`src/rtl/mole_pkg.sv`:
```
// Shared constants for the whack-a-mole hit detector.
// Defaults for hole count, debounce length and hit index width.
package mole_pkg;
  localparam int N_HOLES_D = 4;
  localparam int DEBOUNCE_CYCLES_D = 16;
  localparam int IDX_W_D = $clog2(N_HOLES_D);
endpackage

```
`src/rtl/btn_debounce.sv`:
```
// Single-button 2-flop synchroniser, debouncer and press-edge detector.
// rise is registered and coincides with stable going 0->1.
module btn_debounce
  import mole_pkg::*;
#(
  parameter int DEBOUNCE_CYCLES = DEBOUNCE_CYCLES_D
) (
  input  logic clk,
  input  logic rst,
  input  logic btn_raw,
  output logic stable,
  output logic rise
);
  localparam int CNT_W = $clog2(DEBOUNCE_CYCLES);
  localparam logic [CNT_W-1:0] CNT_MAX = CNT_W'(DEBOUNCE_CYCLES - 1);

  logic             sync1;
  logic             sync2;
  logic [CNT_W-1:0] cnt;

  always_ff @(posedge clk or posedge rst) begin
    if (rst) begin
      sync1  <= 1'b0;
      sync2  <= 1'b0;
      stable <= 1'b0;
      cnt    <= '0;
      rise   <= 1'b0;
    end else begin
      sync1 <= btn_raw;
      sync2 <= sync1;
      rise  <= 1'b0;
      if (sync2 != stable) begin
        if (cnt == CNT_MAX) begin
          stable <= sync2;
          cnt    <= '0;
          rise   <= sync2;
        end else begin
          cnt <= cnt + 1'b1;
        end
      end else begin
        cnt <= '0;
      end
    end
  end
endmodule

```
`src/rtl/mole_hit_detector.sv`:
```
// Debounces player buttons and judges presses against lit moles.
// Optional HIT_LOCKOUT_EN: one hit per lit period per hole.
module mole_hit_detector
  import mole_pkg::*;
#(
  parameter int N_HOLES = N_HOLES_D,
  parameter int DEBOUNCE_CYCLES = DEBOUNCE_CYCLES_D,
  parameter int IDX_W = IDX_W_D
) (
  input  logic               clk,
  input  logic               rst,
  input  logic               enable,
  input  logic [N_HOLES-1:0] btn_raw,
  input  logic [N_HOLES-1:0] mole_active,
  output logic               hit_pulse,
  output logic               miss_pulse,
  output logic [IDX_W-1:0]   hit_index,
  output logic [N_HOLES-1:0] mole_clear
);
  logic [N_HOLES-1:0] stable;
  logic [N_HOLES-1:0] rise;
  logic [N_HOLES-1:0] press;
  logic [N_HOLES-1:0] hits;
  logic [N_HOLES-1:0] win_oh;
  logic [IDX_W-1:0]   win_idx;
  logic               any_hit;
  logic               do_hit;

  for (genvar g = 0; g < N_HOLES; g++) begin : g_btn
    btn_debounce #(
      .DEBOUNCE_CYCLES(DEBOUNCE_CYCLES)
    ) u_db (
      .clk    (clk),
      .rst    (rst),
      .btn_raw(btn_raw[g]),
      .stable (stable[g]),
      .rise   (rise[g])
    );
  end

`ifdef HIT_LOCKOUT_EN
  logic [N_HOLES-1:0] lock;

  // lock survives only while the mole stays lit
  always_ff @(posedge clk or posedge rst) begin
    if (rst) lock <= '0;
    else     lock <= (lock | (do_hit ? win_oh : '0)) & mole_active;
  end

  assign press = rise & ~lock;
`else
  assign press = rise;
`endif

  always_comb begin
    hits    = press & mole_active;
    any_hit = |hits;
    win_idx = '0;
    win_oh  = '0;
    for (int i = N_HOLES - 1; i >= 0; i--) begin
      if (hits[i]) begin
        win_idx   = IDX_W'(i);
        win_oh    = '0;
        win_oh[i] = 1'b1;
      end
    end
  end

  assign do_hit = enable & any_hit;

  always_ff @(posedge clk or posedge rst) begin
    if (rst) begin
      hit_pulse  <= 1'b0;
      miss_pulse <= 1'b0;
      hit_index  <= '0;
      mole_clear <= '0;
    end else begin
      hit_pulse  <= do_hit;
      miss_pulse <= enable & ~any_hit & (|press);
      mole_clear <= do_hit ? win_oh : '0;
      if (do_hit) hit_index <= win_idx;
    end
  end

  logic unused_ok;
  assign unused_ok = ^stable;
endmodule

```
`config.mk`:
```
export PLATFORM = sky130hd
export DESIGN_NAME = mole_hit_detector
export DESIGN_NICKNAME = d
export VERILOG_FILES = /design/src/rtl/mole_pkg.sv /design/src/rtl/btn_debounce.sv /design/src/rtl/mole_hit_detector.sv
export SDC_FILE = /design/constraint.sdc
export NUM_CORES = 1
export LEC_CHECK = 0
export ABC_AREA = 1
export CAP_MARGIN = 20
export CORE_UTILIZATION = 53
export CTS_CLUSTER_DIAMETER = 80
export CTS_CLUSTER_SIZE = 20
export DETAILED_ROUTE_END_ITERATION = 16
export GPL_ROUTABILITY_DRIVEN = 0
export GPL_TIMING_DRIVEN = 0
export PLACE_DENSITY = 0.8
export RECOVER_POWER = 100
export SLEW_MARGIN = 40
export SYNTH_ARGS = -nofsm -noshare
export SYNTH_HDL_FRONTEND = slang
export SYNTH_SLANG_ARGS = --single-unit
```
`constraint.sdc`:
```
create_clock -name clk -period 1.2 [get_ports clk]
set_input_delay 0.12 -clock clk [delete_from_list [all_inputs] [get_ports clk]]
set_output_delay 0.12 -clock clk [all_outputs]
set_load 0.02 [all_outputs]
```
==> impl_metrics.toml <==
[synth]
ys_ff_latch = 40
synth_area_um2 = 1516
avgSynthCellArea_um2 = 10.32
yosys.area.top_type_share_pct = 66.01
netlist_top_cells_area = "dfrtp_1, nand2_1, nor2_1, inv_1, ha_1"
ys_types = 15
synth.largest_area_cell = "dfrtp_1"
ys_seq_area_share_pct = 66.01
syn_inst = 147
syn_nets = 162
ys_warn_count = 0

[cells_and_area]
fin_nets = 190
diodes = 0
finalInstanceArea_um2 = 1872
final_common_cell = "dfrtp_1"
area.growth.synth_to_final_pct = 23.43
stdcell_count = 207
final_cell_mix = "dfrtp_1, nand2_1, nor2_1"
drive_gt1_share_pct = 9.659

[routing]
first_pass_iters = 4
drt-total-wl_um = 2506
post-route-drc-count = 0
vias_per_cell = 5.174
drt_iter0_markers = 36
final_antenna_net_count = 0
wl_per_cell_um = 12.11
num_vias = 1071

[placed_design]
portBuffers = 18
dp_cells = 197
place_area_um2 = 1763
dpl.hpwl_um = 1791

[clocking]
htree_levels = 2
clockBufferDepth = 2
clockRootBuffer = "clkbuf_4"
clkTransAtPathRegs_ns = 0.11
cts.sinks = 40
cts_buffers = 5
cts_tree = "done"
clk-insertion-delay-late_ns = 0.34

[global_routing]
grt_pass1_vias = 1053
track_usage_pct = 18.90
grt_max_degree = 26
grt_pass1_wl_um = 4340
globalRouteOverflowTotal = 0
grt_antenna_before_repair = 0

[timing]
setup_viol = 0
slew_headroom_pct = 54.92
finalMaxSlewViolations = 0
period_share_pct = 96.65
tightestPinTransition_ns = 0.6754
fin_worst_skew_ns = 0.006222
hold_violations = 0
min_period_ns = 1.160
max_freq_mhz = 862.2

[critical_path]
crit_required_ns = 1.48
rrSetupSlack_ns = 0.04
critPathSlowestCell = "dfrtp_1"
r2r_end = "g_btn[2].u_db.cnt[3]$_DFF_PP0_"
start_kind = "flop"
cp_cell_sequence = "ha_2, nand3_2, inv_1, or2_1, nor2_1"
reg2reg_depth = 5
critPathMaxStageDelay_ns = 0.40
worst_setup_path_end_kind = "flop"
arrival_ns = 1.44
critPathKind = "flop to flop"
r2r_start = "g_btn[2].u_db.cnt[1]$_DFF_PP0_"
critPathMaxFanout = 3

[worst_hold_path]
hold_class = "input port to asynchronous set/reset pin"

[floorplan]
dieWidth_um = 55.49
io_pins = 19
die_area_um2 = 3079
start_util_pct = 55.47
rows = 19
coreArea_um2 = 2734
die_h_um = 55.49

[power]
p_int_mw = 1.764
switching_share_pct = 22.53
p_switching_uw = 512.9
combinationalPowerShare_pct = 7.3
seq_power_share_pct = 62.7
peakVddDrop_mv = 1.039
clkPwrFrac_pct = 30.0
power_leakage_nw = 0.9534
p_per_area_nw_per_um2 = 1216

[run_status]
status = "completed"

[run]
cap_viol_max_count = 0
-- cells in the mapped netlist (all sizes together) --
library cell  instances
dfrtp                40
nand2                31
nor2                 23
inv                  18
nand3                10
ha                    4
or2                   4
xnor2                 4
xor2                  4
a21oi                 3
o21ai                 2
nand4                 1
nor3                  1
nor3b                 1
nor4                  1
-- worst max-delay path, delay by kind of cell (launching register included) --
family        cells  cell delay, ns
flops             1            0.40
buf+inv           1            0.06
simple gates      3            0.42
fa+ha+maj         1            0.21
-- per-layer routing --
| metal | wire (um) | share of wire (%) | GRT usage, % |
|---|---|---|---|
| met1 | 1004 | 40 | 21.34 |
| met2 | 1283 | 51 | 31.15 |
| met3 | 157 | 6.3 | 7.494 |
| met4 | 60 | 2.4 | 9.286 |
| met5 | 0 | 0 | 0 |
-- power groups by stage --
stage | clock (mW) | sequential, mW | combinational [mW]
after CTS | 0.712 | 1.42 | 0.161
after floorplan | 0 | 1.44 | 0.0860
after global placement | 0 | 1.44 | 0.134
after detailed placement | 0 | 1.45 | 0.155
after global routing | 0.782 | 1.43 | 0.190
final | 0.684 | 1.43 | 0.166
-- sequential cells by signal, indices dropped and copies added (netlist names) --
name	cells
hit_index	2
g_btn.u_db.sync1	4
g_btn.u_db.stable	4
mole_clear	4
hit_pulse	1
miss_pulse	1
g_btn.u_db.rise	4
g_btn.u_db.cnt	16
g_btn.u_db.sync2	4
-- worst max path at each step --
stage	start	to	slack (ns)	depth (start not counted)
finish	g_btn[2].u_db.cnt[1]$_DFF_PP0_	g_btn[2].u_db.cnt[3]$_DFF_PP0_	0.04	5
CTS	hit_index[1]$_DFFE_PP0P_	hit_index[1]	0.01	1
floorplan	g_btn[0].u_db.cnt[0]$_DFF_PP0_	g_btn[0].u_db.cnt[0]$_DFF_PP0_	0.12	5
global route	g_btn[0].u_db.cnt[0]$_DFF_PP0_	g_btn[0].u_db.cnt[0]$_DFF_PP0_	-0.01	5
detailed placement	mole_active[3]	hit_index[0]$_DFFE_PP0P_	-0.03	6
global placement	rst	g_btn[1].u_db.cnt[3]$_DFF_PP0_	-0.58	2
-- final cells by class --
| class | instances | area, um^2 |
|---|---|---|
| clock buffer | 8 | 58.81 |
| fill | 200 | 862.1 |
| inverter | 18 | 67.56 |
| multi-input combinational | 89 | 485.5 |
| sequential | 40 | 1001 |
| tap | 31 | 38.79 |
| timing repair buffer | 21 | 220.2 |
-- stage by stage --
stage	utilization, %	TNS [ns]	worst slack (ns)	total power [mW]	hold slack (ns)
6_report	68.47	0	0.04018	2.277	0.2995
5_1_grt	68.47	-0.01049	-0.01049	2.405	0.2953
4_1_cts	66.82	0	0.009848	2.295	0.05479
3_5_place_dp	64.49	-0.1037	-0.03485	1.604	0.3358
3_3_place_gp	63.48	-23.09	-0.5789	1.578	0.3325
2_1_floorplan	-	0	0.1153	1.528	0.1514
-- logic make-up after synthesis --
family	count (synthesis)	share of synthesized area [%]
AOI/OAI and AO/OA	5	1.650
xor gates and xnor gates	8	4.620
adders and majority gates	4	3.300
buffers and inverters	18	4.455
DFF	40	66.01
and+or+nand+nor	72	19.97
-- what timing repair did --
| item | CTS | global route |
|---|---|---|
| pin swaps | 0 | 5 |
| buffers inserted | 1 | 1 |
| hold buffers | 0 | 0 |
| endpoints found under the hold margin | 0 | 0 |
| endpoints found under the setup margin | 12 | 14 |
| gates resized for setup | 10 | 13 |
(Power assumes the default switching activity.)
